<file path="src/rtl/ysyx_23060187_fetch_ctrl_pkg.sv">
// ----------------------------------------------------------------------------
// ysyx_23060187_fetch_pkg
// Shared constants for the instruction-fetch sequencer: FSM state codes,
// err_cause codes and the default reset PC.
// No ports (package).
// ----------------------------------------------------------------------------
package ysyx_23060187_fetch_pkg;

    // FSM state codes (binary encoded)
    localparam logic [2:0] S_IDLE     = 3'd0;
    localparam logic [2:0] S_REQ      = 3'd1;
    localparam logic [2:0] S_RSP      = 3'd2;
    localparam logic [2:0] S_DISPATCH = 3'd3;
    localparam logic [2:0] S_EXEC     = 3'd4;
    localparam logic [2:0] S_HALT     = 3'd5;
    localparam logic [2:0] S_ERR      = 3'd6;

    // err_cause codes
    localparam logic [1:0] ERR_NONE     = 2'b00;
    localparam logic [1:0] ERR_BUS      = 2'b01;
    localparam logic [1:0] ERR_MISALIGN = 2'b10;
    localparam logic [1:0] ERR_TIMEOUT  = 2'b11;

    localparam logic [31:0] DEFAULT_RESET_PC = 32'h8000_0000;

endpackage

</file>
<file path="src/rtl/ysyx_23060187_fetch_ctrl_if.sv">
// ----------------------------------------------------------------------------
// ysyx_23060187_fetch_ctrl_if
// Bundles the fetch controller's two handshakes:
//   - instruction-memory request/response (valid/ready, data, err)
//   - instruction hand-off to decode (valid/ready, inst, inst_pc)
// Handshake rule for every channel: a transfer happens on a rising clk edge
// where valid && ready are both 1; once valid is raised, the payload stays
// stable until that transfer.
// Modports:
//   master - the fetch controller
//   slave  - the memory and decode side
// ----------------------------------------------------------------------------
interface ysyx_23060187_fetch_ctrl_if;

    logic        imem_req_valid;
    logic        imem_req_ready;
    logic [31:0] imem_req_addr;
    logic        imem_rsp_valid;
    logic        imem_rsp_ready;
    logic [31:0] imem_rsp_data;
    logic        imem_rsp_err;
    logic        inst_valid;
    logic        inst_ready;
    logic [31:0] inst;
    logic [31:0] inst_pc;

    modport master (
        output imem_req_valid, imem_req_addr, imem_rsp_ready,
        output inst_valid, inst, inst_pc,
        input  imem_req_ready, imem_rsp_valid, imem_rsp_data, imem_rsp_err,
        input  inst_ready
    );

    modport slave (
        input  imem_req_valid, imem_req_addr, imem_rsp_ready,
        input  inst_valid, inst, inst_pc,
        output imem_req_ready, imem_rsp_valid, imem_rsp_data, imem_rsp_err,
        output inst_ready
    );

endinterface

</file>
<file path="src/rtl/ysyx_23060187_fetch_ctrl_timer.sv">
// ----------------------------------------------------------------------------
// ysyx_23060187_fetch_timer
// Response-wait counter, only instantiated when FETCH_TIMEOUT_EN is defined.
// Ports:
//   clk, rst     clock, async active-high reset
//   clear_i      request accepted (next cycle is the first RSP cycle)
//   tick_i       an RSP cycle without imem_rsp_valid
//   expired_o    this waiting cycle is the TIMEOUT_CYCLES-th one
// ----------------------------------------------------------------------------
module ysyx_23060187_fetch_timer #(
    parameter int TIMEOUT_CYCLES = 255
) (
    input  logic clk,
    input  logic rst,
    input  logic clear_i,
    input  logic tick_i,
    output logic expired_o
);

    localparam int W = (TIMEOUT_CYCLES < 2) ? 1 : $clog2(TIMEOUT_CYCLES + 1);
    localparam logic [W-1:0] CNT_LAST = W'(TIMEOUT_CYCLES - 1);

    logic [W-1:0] cnt_q;

    always_ff @(posedge clk or posedge rst) begin
        if (rst) begin
            cnt_q <= '0;
        end else if (clear_i) begin
            cnt_q <= '0;
        end else if (tick_i) begin
            cnt_q <= cnt_q + W'(1);
        end
    end

    // cnt_q counts earlier waiting cycles, so the limit is hit while the
    // current cycle is also waiting; a response this cycle clears tick_i.
    assign expired_o = tick_i && (cnt_q == CNT_LAST);

endmodule

</file>
<file path="src/rtl/ysyx_23060187_fetch_ctrl.sv">
// ----------------------------------------------------------------------------
// ysyx_23060187_fetch_ctrl
// Multi-cycle fetch sequencer owning the architectural PC:
//   IDLE -> REQ -> RSP -> DISPATCH -> EXEC -> REQ ...  (HALT/ERR terminal)
// Optional feature macro: FETCH_TIMEOUT_EN (response-wait timeout, cause 11).
// Ports:
//   clk, rst        clock, async active-high reset
//   bus (master)    imem request/response and decode hand-off
//   commit_*        next-PC / halt report from execute
//   pc, instret     architectural PC and retired-instruction count
//   halted          sticky halt flag
//   fetch_err       sticky error flag, err_cause gives the reason
//   dbg_state_o     current FSM state
// ----------------------------------------------------------------------------
module ysyx_23060187_fetch_ctrl
    import ysyx_23060187_fetch_pkg::*;
#(
    parameter logic [31:0] RESET_PC       = DEFAULT_RESET_PC,
    parameter int          TIMEOUT_CYCLES = 255
) (
    input  logic                         clk,
    input  logic                         rst,
    ysyx_23060187_fetch_ctrl_if.master   bus,
    input  logic                         commit_valid,
    input  logic [31:0]                  commit_next_pc,
    input  logic                         commit_halt,
    output logic [31:0]                  pc,
    output logic [63:0]                  instret,
    output logic                         halted,
    output logic                         fetch_err,
    output logic [1:0]                   err_cause,
    output logic [2:0]                   dbg_state_o
);

    logic [2:0]  state_q, state_d;
    logic [31:0] pc_q, pc_d;
    logic [31:0] inst_q, inst_d;
    logic [31:0] inst_pc_q, inst_pc_d;
    logic [63:0] instret_q, instret_d;
    logic        halted_q, halted_d;
    logic        fetch_err_q, fetch_err_d;
    logic [1:0]  err_cause_q, err_cause_d;
    logic        rsp_timeout;

`ifdef FETCH_TIMEOUT_EN
    ysyx_23060187_fetch_timer #(
        .TIMEOUT_CYCLES (TIMEOUT_CYCLES)
    ) u_timer (
        .clk       (clk),
        .rst       (rst),
        .clear_i   ((state_q == S_REQ) && bus.imem_req_ready),
        .tick_i    ((state_q == S_RSP) && !bus.imem_rsp_valid),
        .expired_o (rsp_timeout)
    );
`else
    // No timer in this build: RSP waits forever. The limit is never
    // negative, so this ties the timeout off while keeping the parameter.
    assign rsp_timeout = (TIMEOUT_CYCLES < 0);
`endif

    always_comb begin
        state_d     = state_q;
        pc_d        = pc_q;
        inst_d      = inst_q;
        inst_pc_d   = inst_pc_q;
        instret_d   = instret_q;
        halted_d    = halted_q;
        fetch_err_d = fetch_err_q;
        err_cause_d = err_cause_q;
        case (state_q)
            S_IDLE: state_d = S_REQ;
            S_REQ: begin
                if (bus.imem_req_ready) state_d = S_RSP;
            end
            S_RSP: begin
                if (bus.imem_rsp_valid) begin
                    if (bus.imem_rsp_err) begin
                        state_d     = S_ERR;
                        fetch_err_d = 1'b1;
                        err_cause_d = ERR_BUS;
                    end else begin
                        inst_d    = bus.imem_rsp_data;
                        inst_pc_d = pc_q;
                        state_d   = S_DISPATCH;
                    end
                end else if (rsp_timeout) begin
                    state_d     = S_ERR;
                    fetch_err_d = 1'b1;
                    err_cause_d = ERR_TIMEOUT;
                end
            end
            S_DISPATCH: begin
                if (bus.inst_ready) state_d = S_EXEC;
            end
            S_EXEC: begin
                if (commit_valid) begin
                    // Halt and misaligned commits still retire.
                    instret_d = instret_q + 64'd1;
                    if (commit_halt) begin
                        state_d  = S_HALT;
                        halted_d = 1'b1;
                    end else if (commit_next_pc[1:0] != 2'b00) begin
                        state_d     = S_ERR;
                        fetch_err_d = 1'b1;
                        err_cause_d = ERR_MISALIGN;
                    end else begin
                        pc_d    = commit_next_pc;
                        state_d = S_REQ;
                    end
                end
            end
            default: ;  // HALT, ERR and unused codes: terminal until reset
        endcase
    end

    always_ff @(posedge clk or posedge rst) begin
        if (rst) begin
            state_q     <= S_IDLE;
            pc_q        <= RESET_PC;
            inst_q      <= '0;
            inst_pc_q   <= '0;
            instret_q   <= '0;
            halted_q    <= 1'b0;
            fetch_err_q <= 1'b0;
            err_cause_q <= ERR_NONE;
        end else begin
            state_q     <= state_d;
            pc_q        <= pc_d;
            inst_q      <= inst_d;
            inst_pc_q   <= inst_pc_d;
            instret_q   <= instret_d;
            halted_q    <= halted_d;
            fetch_err_q <= fetch_err_d;
            err_cause_q <= err_cause_d;
        end
    end

    // Handshake outputs decode only the state register.
    assign bus.imem_req_valid = (state_q == S_REQ);
    assign bus.imem_req_addr  = pc_q;
    assign bus.imem_rsp_ready = (state_q == S_RSP);
    assign bus.inst_valid     = (state_q == S_DISPATCH);
    assign bus.inst           = inst_q;
    assign bus.inst_pc        = inst_pc_q;

    assign pc          = pc_q;
    assign instret     = instret_q;
    assign halted      = halted_q;
    assign fetch_err   = fetch_err_q;
    assign err_cause   = err_cause_q;
    assign dbg_state_o = state_q;

endmodule

</file>
<file path="src/flat_wrapper.sv">
// flat-port wrapper written by rule: the top's interface ports become plain ports
module ysyx_23060187_fetch_ctrl_flat import ysyx_23060187_fetch_pkg::*;
#(
    parameter logic [31:0] RESET_PC       = DEFAULT_RESET_PC,
    parameter int          TIMEOUT_CYCLES = 255
)
  (clk, rst, commit_valid, commit_next_pc, commit_halt, pc, instret, halted, fetch_err, err_cause, dbg_state_o, bus_imem_req_valid, bus_imem_req_addr, bus_imem_rsp_ready, bus_inst_valid, bus_inst, bus_inst_pc, bus_imem_req_ready, bus_imem_rsp_valid, bus_imem_rsp_data, bus_imem_rsp_err, bus_inst_ready);
  ysyx_23060187_fetch_ctrl_if bus_i ();
  input  logic clk;
  input  logic rst;
  input  logic commit_valid;
  input  logic [31:0] commit_next_pc;
  input  logic commit_halt;
  output logic [31:0] pc;
  output logic [63:0] instret;
  output logic halted;
  output logic fetch_err;
  output logic [1:0] err_cause;
  output logic [2:0] dbg_state_o;
  output wire logic [$bits(bus_i.imem_req_valid)-1:0] bus_imem_req_valid;
  output wire logic [$bits(bus_i.imem_req_addr)-1:0] bus_imem_req_addr;
  output wire logic [$bits(bus_i.imem_rsp_ready)-1:0] bus_imem_rsp_ready;
  output wire logic [$bits(bus_i.inst_valid)-1:0] bus_inst_valid;
  output wire logic [$bits(bus_i.inst)-1:0] bus_inst;
  output wire logic [$bits(bus_i.inst_pc)-1:0] bus_inst_pc;
  input wire logic [$bits(bus_i.imem_req_ready)-1:0] bus_imem_req_ready;
  input wire logic [$bits(bus_i.imem_rsp_valid)-1:0] bus_imem_rsp_valid;
  input wire logic [$bits(bus_i.imem_rsp_data)-1:0] bus_imem_rsp_data;
  input wire logic [$bits(bus_i.imem_rsp_err)-1:0] bus_imem_rsp_err;
  input wire logic [$bits(bus_i.inst_ready)-1:0] bus_inst_ready;
  assign bus_imem_req_valid = bus_i.imem_req_valid;
  assign bus_imem_req_addr = bus_i.imem_req_addr;
  assign bus_imem_rsp_ready = bus_i.imem_rsp_ready;
  assign bus_inst_valid = bus_i.inst_valid;
  assign bus_inst = bus_i.inst;
  assign bus_inst_pc = bus_i.inst_pc;
  assign bus_i.imem_req_ready = bus_imem_req_ready;
  assign bus_i.imem_rsp_valid = bus_imem_rsp_valid;
  assign bus_i.imem_rsp_data = bus_imem_rsp_data;
  assign bus_i.imem_rsp_err = bus_imem_rsp_err;
  assign bus_i.inst_ready = bus_inst_ready;
  ysyx_23060187_fetch_ctrl #(.RESET_PC(RESET_PC), .TIMEOUT_CYCLES(TIMEOUT_CYCLES)) u_core (.clk(clk), .rst(rst), .bus(bus_i), .commit_valid(commit_valid), .commit_next_pc(commit_next_pc), .commit_halt(commit_halt), .pc(pc), .instret(instret), .halted(halted), .fetch_err(fetch_err), .err_cause(err_cause), .dbg_state_o(dbg_state_o));
endmodule
</file>
<file path="config.mk">
export PLATFORM = sky130hd
export DESIGN_NAME = ysyx_23060187_fetch_ctrl_flat
export DESIGN_NICKNAME = d
export VERILOG_FILES = /design/src/rtl/ysyx_23060187_fetch_ctrl_pkg.sv /design/src/rtl/ysyx_23060187_fetch_ctrl_if.sv /design/src/rtl/ysyx_23060187_fetch_ctrl_timer.sv /design/src/rtl/ysyx_23060187_fetch_ctrl.sv /design/src/flat_wrapper.sv
export SDC_FILE = /design/constraint.sdc
export NUM_CORES = 1
export LEC_CHECK = 0
export CORE_MARGIN = 2
export CORE_UTILIZATION = 35
export DETAILED_ROUTE_END_ITERATION = 6
export PLACE_DENSITY = 0.74
export SLEW_MARGIN = 5
export SYNTH_ARGS = -nofsm -noshare
export SYNTH_HDL_FRONTEND = slang
export SYNTH_SLANG_ARGS = --single-unit
</file>
<file path="constraint.sdc">
create_clock -name clk -period 7.63 [get_ports clk]
set_input_delay 1.526 -clock clk [delete_from_list [all_inputs] [get_ports clk]]
set_output_delay 1.526 -clock clk [all_outputs]
set_load 0.02 [all_outputs]
</file>
==> results of run 1 <==
[sequential cells by signal (all words and copies together), names as in the netlist]
name	cells
u_core.instret	64
u_core.bus.imem_req_addr	32
u_core.bus.inst	32
u_core.bus.inst_pc	32
u_core.dbg_state_o	3
u_core.err_cause	2
u_core.fetch_err	1
u_core.halted	1
[power groups by stage]
| stage | sequential, uW | combinational [uW] | clock (uW) |
|---|---|---|---|
| global route | 1180 | 923 | 938 |
| detailed placement | 1170 | 886 | 0 |
| finish | 1160 | 877 | 872 |
| CTS | 1160 | 887 | 894 |
| floorplan | 1320 | 310 | 0 |
| global placement | 1170 | 877 | 0 |
[final cells by class]
cell class                      count  share of cell area, %
Clock inverter                     10                   1.13
Multi-Input combinational cell    326                   24.9
Tap cell                          270                   3.21
Sequential cell                   167                   39.7
Inverter                            8                  0.333
Timing Repair Buffer              276                   26.2
Clock buffer                       22                   4.60
[metrics by stage]
step / hold slack, ps / cells / utilization, %
floorplan: 565 / 551 / -
global placement: 453 / 1047 / 49.2
detailed placement: 448 / 1047 / 49.2
CTS: 474 / 1079 / 52.2
global route: 487 / 1079 / 52.2
finish: 475 / 1079 / 52.2
[path summary, 6_finish.rpt]
kind                                  startpoint                    end  slack [ps]  depth (start not counted)
max in group asynchronous                    rst  u_core.bus.inst_pc[9]        4520                          3
max reg2reg                u_core.dbg_state_o[2]     u_core.instret[28]        4870                          5
min reg2reg                        u_core.halted          u_core.halted         480                          1
max                                 commit_valid     u_core.instret[28]        3860                          6
min                                u_core.halted          u_core.halted         480                          1
min in group asynchronous                    rst    u_core.bus.inst[30]        1680                          2
[layer usage]
layer  share of wire [%]  GRT usage (%)  up-vias
met1                  43           21.0     2569
met2                  49           27.4      157
met3                 5.1           4.22       21
met5                   0              0        -
met4                 2.1           6.11        0
li1                    -              -     2389
[layout by cell type (no fill, tap or decap), types with 3 or more instances in the layout]
cell type | synthesis | layout
clkbuf_8 | 0 | 4
nand4_1 | 24 | 24
a21oi_1 | 5 | 5
nand3_1 | 30 | 30
clkdlybuf4s50_1 | 0 | 273
clkinvlp_4 | 0 | 3
and2_1 | 5 | 5
nor3_2 | 3 | 3
clkbuf_16 | 0 | 17
xor2_1 | 17 | 17
o21ai_0 | 6 | 6
dfrtp_1 | 166 | 166
and4_1 | 8 | 8
nand2_1 | 26 | 26
mux2_2 | 94 | 94
nor4_1 | 4 | 4
and3_1 | 8 | 8
xnor2_1 | 46 | 46
nor2_1 | 17 | 17
nor2b_1 | 3 | 3
buf_4 | 34 | 3
inv_1 | 8 | 7
nor3_1 | 6 | 6
[kinds of logic (layout without fill, tap and decap cells)]
group	Yosys count	in the layout
xor gates and xnor gates	63	63
buffers and inverters	58	316
AOI/OAI and AO/OA	17	17
adders and majority gates	1	1
DFF	167	167
muxes	94	94
and+or+nand+nor	151	151
==> results.md, run 1 <==
- Status: complete, no violations
- Largest net degree at the start of global routing: between 100 and 150
- Core Area: around 20,000 um2
- Synth Flop Type: dfrtp_1
- Top-area cell type share of the netlist area: 57.9%
- Gp weighted congestion: slightly below 0.8
- Number of CTS-inserted buffers: 17
- Clk_lat worst skew: roughly 420 ps
- Min Tclk post-route: 3770 ps
- Final setup vio count: 0
- Slew @ Worst Pin: ~950 ps
- Final hold violation count: 0
- Clock Power Share: a little under a third
- Most numerous cell in the Yosys netlist: dfrtp_1
- CTS resizes: 0
- Synth Area in Adders: 0.174%
- Final WS setup: around 3900 ps
- Vias: 5,136
- Post-DP Area: around 9900 um2
- Distinct cells, synth: between 40 and 50
- Final setup TNS: 0 ps
- XOR/XNOR Fraction of Synth Area: around 7.7%
- Vias per cell: roughly 4.8
- CP max stage cell: and3_1
- DRT Wirelength: approximately 18 mm
- Synth cell count leaders: 166 x dfrtp_1, 94 x mux2_2, 46 x xnor2_1
- TritonRoute pass-1 iters: 4
- Area of the multi-input gates: roughly 2600 um2
- Synth Net Count: around 620
- Cts hold-fix bufs: 0
- Leading area contributor after synthesis: dfrtp_1
- Asr flop ratio synth: 100%
- Antenna cells: 0
- Post-synthesis sequential area ratio: approximately three fifths
- Slew Limit Fails: 0
- RSZ-0062 raised after global routing: false
- Synth Area in Simple Gates: ~13%
- Static Leak: around 0.0047 uW
- Pint: about 2000 uW
- Rows: 52
- Net Sw Frac: a little under a third
- Clock Tree Root: clkbuf_16
- Fmax: between 200 and 300 MHz
- Crit path DAT: 4070 ps
- DRC Markers: 0
- Syn avg cell area: roughly 13 um2
- Crit Path Max Fanout: 15
- Compound-Gate Fraction of Synth Area: 1.43%
- Tot GR Track Use: 16.5%
- Antenna violations before repair: 0
- Synthesized cell area: between 7000 and 8000 um2
- Worst setup path class: input pin to flip-flop
- Initial drt markers: approximately 220
- Post-synth EDFFs: 0
- Yosys Warn Count: 0
- Layout Area Growth over Synthesis: 46.8%
- Total power draw: between 2000 and 3000 uW
- Post-CTS setup buffer count: 0
- PD cells: ~280 nW/um2
- Net Sw Power: roughly 890 uW
- Final Cell Area: 10,500 um2
- VDD IR max: between 150 and 200 uV
- Clk buf depth: 2
- Largest stage delay, worst path: between 600 and 700 ps
- Fraction of layout cells with a size suffix above 1: ~18%
- Antenna Nets Post-Route: 0
- Clock sink count: between 150 and 200
- Fill cells: ~1,800
- Max Cap Viol: 0
- Cell family with most CP delay: simple AND/OR/NAND/NOR gates
- Rel. slew slack: a little over a third
- CTS H-tree depth: 4
- HPWL after DPL: around 13 mm
- Buf/Inv on CP: 1
- Total grt overflow: 0
- I/O pin total: approximately 270
- Port bufs: between 200 and 300
- Sequential share of power: approximately two fifths
- Seq. cell area: 4180 um2
- Yosys reg bits: 167
- Layout Skew: between 10 and 15 ps
- Initial Util: a little over a third
- Synthesized instance count: between 500 and 600
- Critical-path cell list: clkdlybuf4s50_1 -> nand4bb_1 -> nor4_4 -> and3_1 -> nand4_1 -> xnor2_1
- Number of global-route vias before repair: slightly above 5,000
- CTS tree: done
- Comb pwr share: 30.2%
- Fin crit share: about half
- Die area: 21,700 um2
- HP Class: flip-flop to flip-flop
- Worst slack at placement: 3470 ps
- Ranking of synthesized cells by area: dfrtp_1 58%, mux2_2 15%, xnor2_1 5.6%, buf_4 3.6%, nand3_1 2.1%
- Combinational family with the most area after synthesis: multiplexers
- Final #Nets: 869
- First-pass GRT wire length: around 28 mm
- DR WL/cell: 16.7 um
- Crit. End Element: flip-flop
- Worst-path clk slew: around 60 ps
- Mux cell area share after synthesis: ~15%
- Die height: 147 um
- Die W: 147 um
- CP required: roughly 8000 ps
- CP startpoint kind: input pin
(Power assumes the default switching activity.)
==> inputs of run 2 (changes only) <==
==> constraint.sdc (replaced) <==
create_clock -name clk -period 3.8 [get_ports clk]
set_input_delay 0.76 -clock clk [delete_from_list [all_inputs] [get_ports clk]]
set_output_delay 0.76 -clock clk [all_outputs]
set_load 0.02 [all_outputs]
==> run 2 against run 1 <==
Against the previous run: sequential share of layout area down 0.31 points; wire length grew 1.5%; clock power grew 100%; utilization increased by 0.41 points; cell area is 0.78% higher; global-route usage up 0.29 points; register-to-register slack worse by 3600 ps.
==> results.md, run 2 (synthesis results as in run 1) <==
- Setup crit end: bus_inst_valid
- Fmax: about 350 MHz
- Layout Area Growth over Synthesis: 48.0%
- TritonRoute pass-1 iters: 4
- CTS H-tree depth: 4
- Antenna cells: 0
- Slew @ Worst Pin: approximately 630 ps
- Net Sw Frac: a little under a third
- Met1 Track Usage GR: between 20% and 30%
- Cts hold-fix bufs: 0
- CP max stage cell: clkdlybuf4s50_1
- Comb pwr share: a little under a third
- Cells on worst reg2reg path: 5
- Final #Nets: around 870
- DRC Markers: 0
- Crit Path Max Fanout: 11
- Vias: 5,110
- PD cells: roughly 550 nW/um2
- Fraction of layout cells with a size suffix above 1: between 10% and 20%
- Rows: 52
- Reg2Reg Launch Point: u_core.dbg_state_o[0]
- Die area: 21,700 um2
- Critical-path cell list: nor2b_1 -> and2_1 -> clkdlybuf4s50_1
- Net Sw Power: about 1800 uW
- Hold path start: u_core.halted
- CTS tree: done
- Max Cap Viol: 0
- DRT Wirelength: approximately 18 mm
- Final hold violation count: 0
- Crit. Startpoint: u_core.dbg_state_o[1]
- Clock Power Share: a little under a third
- Area of the multi-input gates: 2620 um2
- Rel. slew slack: a little under three fifths
- Most common cell after layout, fill and taps aside: clkdlybuf4s50_1
- FF-to-FF End: u_core.instret[59]
- Tot GR Track Use: about 17%
- Gp weighted congestion: about 0.85
- Clk buf depth: 2
- Layout Skew: about 7.8 ps
- VDD IR max: just under 300 uV
- Die W: between 100 and 150 um
- Largest stage delay, worst path: roughly 660 ps
- Final setup vio count: 0
- Crit path depth: 3
- HP Class: flip-flop to flip-flop
- Post-CTS setup buffer count: 0
- Worst setup path class: flip-flop to output port
- RSZ-0062 raised after global routing: false
- GR Layer Usage met2: between 20% and 30%
- Port bufs: between 200 and 300
- CP required: between 3000 and 4000 ps
- Largest net degree at the start of global routing: just over 60
- Worst-path clk slew: ~70 ps
- Antenna Nets Post-Route: 0
- Fin crit share: between 70% and 80%
- Cell family with most CP delay: buffers and inverters
- I/O pin total: approximately 270
- Number of CTS-inserted buffers: 17
- Pint: between 4000 and 5000 uW
- Total grt overflow: 0
- Crit path DAT: around 2100 ps
- Initial drt markers: between 200 and 300
- CP startpoint kind: flip-flop
- Min Tclk post-route: between 2000 and 3000 ps
- Vias per cell: approximately 4.7
- Core Area: between 20,000 and 25,000 um2
- Static Leak: 0.00472 uW
- Number of global-route vias before repair: a little over 5,000
- Max reg flops: 64
- Final core utilization: between 50 and 60%
- HPWL after DPL: around 14 mm
- Clk_lat worst skew: between 400 and 500 ps
- Met3 track demand over resource: 4.16%
- Crit. End Element: output port
- Sequential share of power: about two fifths
- Status: complete, no violations
- Most frequent cells in the layout: 273 x clkdlybuf4s50_1, 166 x dfrtp_1, 94 x mux2_2
- DR WL/cell: 16.9 um
- Slew Limit Fails: 0
- Clock Tree Root: clkbuf_16
- CTS resizes: 0
- Antenna violations before repair: 0
- Clock sink count: about 170
- Flop2flop setup slack: 1320 ps
- Hold Slack: around 470 ps
- First-pass GRT wire length: around 29 mm
- Die height: 147 um
- Buf/Inv on CP: 1
- Final setup TNS: 0 ps
- Seq. cell area: about 4200 um2
- GR peak layer: met2
- Initial Util: 35.6%
- Fill cells: about 1,800
==> run 2: changes by cell type in the layout (fill, tap and decap cells not counted), sizes merged <==
cell | previous run | this run
clkbuf | 22 | 18
buf | 3 | 8
clkinvlp | 3 | 2
inv | 9 | 14
==> run 2: how the worst min path moves through the flow <==
stage               slack [ps]  cells after the start            end
detailed placement         440                      1  u_core.halted
global route               470                      1  u_core.halted
finish                     470                      1  u_core.halted
floorplan                  570                      1  u_core.halted
global placement           440                      1  u_core.halted
CTS                        460                      1  u_core.halted
==> run 2: layer usage <==
metal,vias to the layer above,share of wire [%],wire length [um]
li1,2401,-,-
met1,2539,43,7900
met2,146,50,9220
met3,24,4.7,855
met4,0,1.7,316
met5,-,0,0
==> run 2: power groups by stage <==
stage / Combinational (uW) / Clock [uW] / Sequential, uW
after floorplan: 622 / 0 / 2650
after global placement: 1770 / 0 / 2350
after detailed placement: 1780 / 0 / 2360
after CTS: 1790 / 1800 / 2330
after global routing: 1860 / 1880 / 2370
final: 1770 / 1750 / 2330
==> run 2: metrics by stage <==
stage          worst slack, ps  instance area [um2]  instances  power [uW]
2_1_floorplan              914                 7180        551        3270
3_3_place_gp               672                10000       1052        4120
3_5_place_dp               633                10000       1052        4140
4_1_cts                    965                10600       1084        5910
5_1_grt                    813                10600       1084        6110
6_report                   981                10600       1084        5850
==> run 2: final cells by class <==
| cell class | instances | area share [%] |
|---|---|---|
| Inverter | 8 | 0.318 |
| Clock inverter | 14 | 1.51 |
| Sequential cell | 167 | 39.4 |
| Timing Repair Buffer | 281 | 26.8 |
| Multi-Input combinational cell | 326 | 24.7 |
| Clock buffer | 18 | 4.14 |
| Tap cell | 270 | 3.18 |
==> variant 1: new RTL, flow settings as in run 1 <==
The option `FETCH_TIMEOUT_EN` is turned on by a define.
--- a/src/rtl/ysyx_23060187_fetch_ctrl.sv
+++ b/src/rtl/ysyx_23060187_fetch_ctrl.sv
@@ -12,6 +12,8 @@
 //   fetch_err       sticky error flag, err_cause gives the reason
 //   dbg_state_o     current FSM state
 // ----------------------------------------------------------------------------
+`define FETCH_TIMEOUT_EN
+
 module ysyx_23060187_fetch_ctrl
     import ysyx_23060187_fetch_pkg::*;
 #(
Check against the original RTL: no difference found for any inputs over 4 cycles, from zero or initial values and one cycle with rst high; that may be too few to reach the edited logic, so the function may still have changed.
==> variant 1 against run 1 <==
Sequential cell count increased by 8. Critical path depth unchanged. Wire length increased by 4.3%. Largest power group is now combinational logic. Total power increased by 23%. Via count grew 8.4%. Clock power down 4.7%. Hold slack about the same. Core utilization decreased by 1.4 points. Clock skew down 0.0029 ns. Final cell count up 6.4%. Area after synthesis rose by 6.4%. Largest cell class unchanged. Critical endpoint is now u_core.instret[62]. Final area grew 4.3%. Setup slack improved by 0.16 ns. Fmax is 4.3% higher.
==> variant 1: results (changes against run 1) <==
The detailed router's first-iteration violation count came out at 255 (was 221). The endpoint of the worst register-to-register path is u_core.instret[61] (was u_core.instret[28]). The static leakage is 4.77 nW (was 4.67 nW). The smallest hold slack came out at 0.475 ns (about the same). The maximum fanout count along the critical path came out at 13 (was 15). Top cells by area, synth: sky130_fd_sc_hd__dfrtp_1 (57%), sky130_fd_sc_hd__mux2_2 (14%), sky130_fd_sc_hd__xnor2_1 (4.8%) (was sky130_fd_sc_hd__dfrtp_1 (58%), sky130_fd_sc_hd__mux2_2 (15%), sky130_fd_sc_hd__xnor2_1 (5.6%)). The worst voltage drop across the vdd grid is 0.173 mV (was 0.161 mV). The placement-stage cell area came out at 0.0104 mm^2 (was 0.00993 mm^2). The pre-CTS setup slack is 3.60 ns (was 3.47 ns). The total number of multi-input combinational cells came out at 376 (was 326). The total via count after detailed routing came out at 5567 (was 5136). The upper clock frequency limit is 277 MHz (was 265 MHz).

The net count after synthesis is 686 (was 624). The cell total after placement was 1116 (was 1047). The count of non-CTS buffers in the layout was 277 (was 276). Outcome: complete, no violations (unchanged). The final weighted congestion in routability-driven placement is 0.822 (was 0.787).

The half-perimeter wire length of the detailed placement result was 13.6 mm (was 13.1 mm). The mean instance size in the synthesized netlist is 12.5 um^2 (was 13.0 um^2). The global-route wire length before repair came to 29.2 mm (was 28.2 mm). The area used by sequential logic in the layout is 0.00438 mm^2 (was 0.00418 mm^2). The fraction of cell area in non-clock buffers came out at 25.2% (was 26.2%). The multi-input logic portion of the cell area is 26.4% (was 24.9%). The detail-routed net length per standard cell is 16.4 um (was 16.7 um). The post-route clock skew was 0.0106 ns (was 0.0134 ns). The peak per-stage delay on the critical path is 0.62 ns (was 0.66 ns). The sequential-to-total area share from yosys stat came out at 57.4% (was 58.3%).

The layout clock buffer count is 18 (was 22). The cell type of the slowest stage on the worst timing path is sky130_fd_sc_hd__or4_1 (was sky130_fd_sc_hd__and3_1). The number of tap cells inserted is 280 (was 270). The number of nets at the end of the flow came to 930 (was 869). The relative slew slack came out at 37.4% (was 36.5%). Most frequent cells after synthesis: sky130_fd_sc_hd__dfrtp_1 (174), sky130_fd_sc_hd__mux2_2 (95), sky130_fd_sc_hd__xnor2_1 (42) (was sky130_fd_sc_hd__dfrtp_1 (166), sky130_fd_sc_hd__mux2_2 (94), sky130_fd_sc_hd__xnor2_1 (46)). The total wire length was 18.8 mm (was 18.0 mm). The end of the critical path is u_core.instret[62] (was u_core.instret[28]). The number of global-route vias before repair came out at 5580 (was 5063). The arrival time of data at the critical path endpoint was 3.96 ns (was 4.07 ns).
variant 1: changes by cell type after synthesis, sizes merged, moves of 3 or more:
cell    change
nand2      +11
nor2       +15
nor3        +8
nand4       +4
xor2        +9
clkbuf     +10
or3         +3
or4         +4
xnor2       -4
dfrtp       +8
buf         -8
variant 1: layer usage:
metal / share of wire, % / routed length (um) / global-route usage (%)
met1: 43 / 8120 / 21.2
met2: 49 / 9240 / 26.1
met3: 7.0 / 1310 / 5.03
met4: 0.67 / 125 / 3.61
met5: 0 / 0 / 0
variant 1: logic make-up after synthesis:
family | share of synthesized area, %
and+or+nand+nor | 14.2
DFF | 57.4
muxes | 14.3
xor gates and xnor gates | 7.80
buffers and inverters | 4.72
AOI/OAI and AO/OA | 1.10
adders and majority gates | 0.492
variant 1: power by group:
part / switching (mW) / internal, mW / leakage, nW / total (mW)
logic: 0.649 / 0.734 / 2.17 / 1.38
clock network: 0.399 / 0.432 / 0.275 / 0.831
registers: 0.201 / 1.17 / 2.33 / 1.37
==> variant 2: new RTL, config.mk and constraints of run 1 <==
Without the edit above. Register the output `err_cause` once more, with the module's reset; this adds one clock of latency there. The other outputs are not delayed to match.
--- a/src/rtl/ysyx_23060187_fetch_ctrl.sv
+++ b/src/rtl/ysyx_23060187_fetch_ctrl.sv
@@ -147,7 +147,13 @@
     assign instret     = instret_q;
     assign halted      = halted_q;
     assign fetch_err   = fetch_err_q;
-    assign err_cause   = err_cause_q;
+    always_ff @(posedge clk or posedge rst) begin
+        if (rst) begin
+            err_cause <= '0;
+        end else begin
+            err_cause <= err_cause_q;
+        end
+    end
     assign dbg_state_o = state_q;
 
 endmodule
Behaviour: not the same (a bounded check fails within 4 cycles, from zero or initial values and one cycle with rst high).
==> variant 2 against run 1 <==
Sequential cell count up 2. Fmax rose by 7.6%. Total power rose by 20%. Count of clock-buffer cells in the layout is 4 lower. Non-clock buffer count did not move. Setup slack better by 0.27 ns. Hold slack worse by 0.10 ns. Wire length rose by 2.4%. Area after synthesis grew 1.2%. Final area is 0.83% higher. Register-to-register slack better by 0.28 ns. Sequential share of layout area grew 0.14 points. Clock power shrank 1%.
==> variant 2: results (changes against run 1) <==
Outcome: complete, no violations (unchanged). The number of distinct library cells after synthesis came out at 42 (was 45). The share of the synthesized area in compound gates (AO/OA/AOI/OAI) came out at 0.741% (was 1.43%). Top cells by area, synth: sky130_fd_sc_hd__dfrtp_1 (58%), sky130_fd_sc_hd__mux2_2 (15%), sky130_fd_sc_hd__xnor2_1 (5.2%) (was sky130_fd_sc_hd__dfrtp_1 (58%), sky130_fd_sc_hd__mux2_2 (15%), sky130_fd_sc_hd__xnor2_1 (5.6%)). The detail-routed net length per standard cell is 17.0 um (was 16.7 um). The end of the critical path was bus_imem_rsp_ready (was u_core.instret[28]). The transition at the pin with the smallest max-transition slack came out at 0.944 ns (was 0.952 ns). The number of global-route vias before repair is 5192 (was 5063). The share of the clock period used by the worst path is 45.9% (was 49.4%). The net count after synthesis is 631 (was 624). The number of standard cells in the layout, taps in and fillers out came out at 1087 (was 1079).

The post-route clock skew came to 0.0111 ns (was 0.0134 ns). The number of cells traversed by the worst hold path is 0 (was 1). The number of nets at the end of the flow is 877 (was 869).

The arrival time of data at the critical path endpoint came out at 1.98 ns (was 4.07 ns). The share of synthesized area spent on multiplexers is 15.2% (was 14.8%). The path depth of the worst reg2reg path came to 6 (was 5). The adder-cell share of the synthesized area came out at 0.172% (was 0.174%). The sequential-to-total area share from yosys stat came to 58.3% (about the same).

The final weighted congestion in routability-driven placement came out at 0.789 (was 0.787). The smallest hold slack came out at 0.372 ns (was 0.475 ns). The half-perimeter wire length of the detailed placement result is 13.1 mm (about the same). The startpoint of the most critical hold path is u_core.err_cause_q[1] (was u_core.halted). The ratio of routed vias to standard cells came to 4.74 (was 4.76).

The mean instance size in the synthesized netlist was 13.0 um^2 (about the same). Most frequent cells after synthesis: sky130_fd_sc_hd__dfrtp_1 (168), sky130_fd_sc_hd__mux2_2 (96), sky130_fd_sc_hd__xnor2_1 (43) (was sky130_fd_sc_hd__dfrtp_1 (166), sky130_fd_sc_hd__mux2_2 (94), sky130_fd_sc_hd__xnor2_1 (46)). The endpoint of the worst register-to-register path is u_core.bus.inst_pc[29] (was u_core.instret[28]). The pin count of the biggest net entering global routing came out at 104 (was 106). The maximum fanout count along the critical path is 13 (was 15). The worst hold path endpoint is u_core.err_cause[1] (was u_core.halted).

The share of the synthesized netlist area taken by xor and xnor gates is 7.72% (was 7.69%). The internal power component came to 2.29 mW (was 2.02 mW). The static leakage came out at 4.65 nW (was 4.67 nW).
## variant 2: critical path: stages (launching register included)
cell and delay (ns):
sky130_fd_sc_hd__dfrtp_1 0.59, sky130_fd_sc_hd__nand2_1 0.15, sky130_fd_sc_hd__nor2_1 0.17, sky130_fd_sc_hd__clkdlybuf4s50_1 0.64
## variant 2: power by group through the flow
stage	clock [mW]	combinational (mW)	sequential [mW]
floorplan	0	0.420	1.53
global placement	0	1.31	1.31
detailed placement	0	1.31	1.33
CTS	0.885	1.32	1.31
global route	0.925	1.38	1.34
finish	0.862	1.30	1.31
## variant 2: area by class of cell
cell class	instances	area (um^2)
clock buffers	18	439
clock inverters	14	154
fillers	1790	9680
inverters	10	42.5
multi-input cells	330	2660
flip-flops and latches	169	4230
well taps	270	338
repair buffers	276	2760
## variant 2: per-layer routing
metal  vias to the layer above  track usage (%)  part of all wire [%]
li1                       2404                -                     -
met1                      2549             21.4                    43
met2                       180             27.2                    49
met3                        17             5.99                   7.1
met4                         0             4.86                   1.5
met5                         -                0                     0
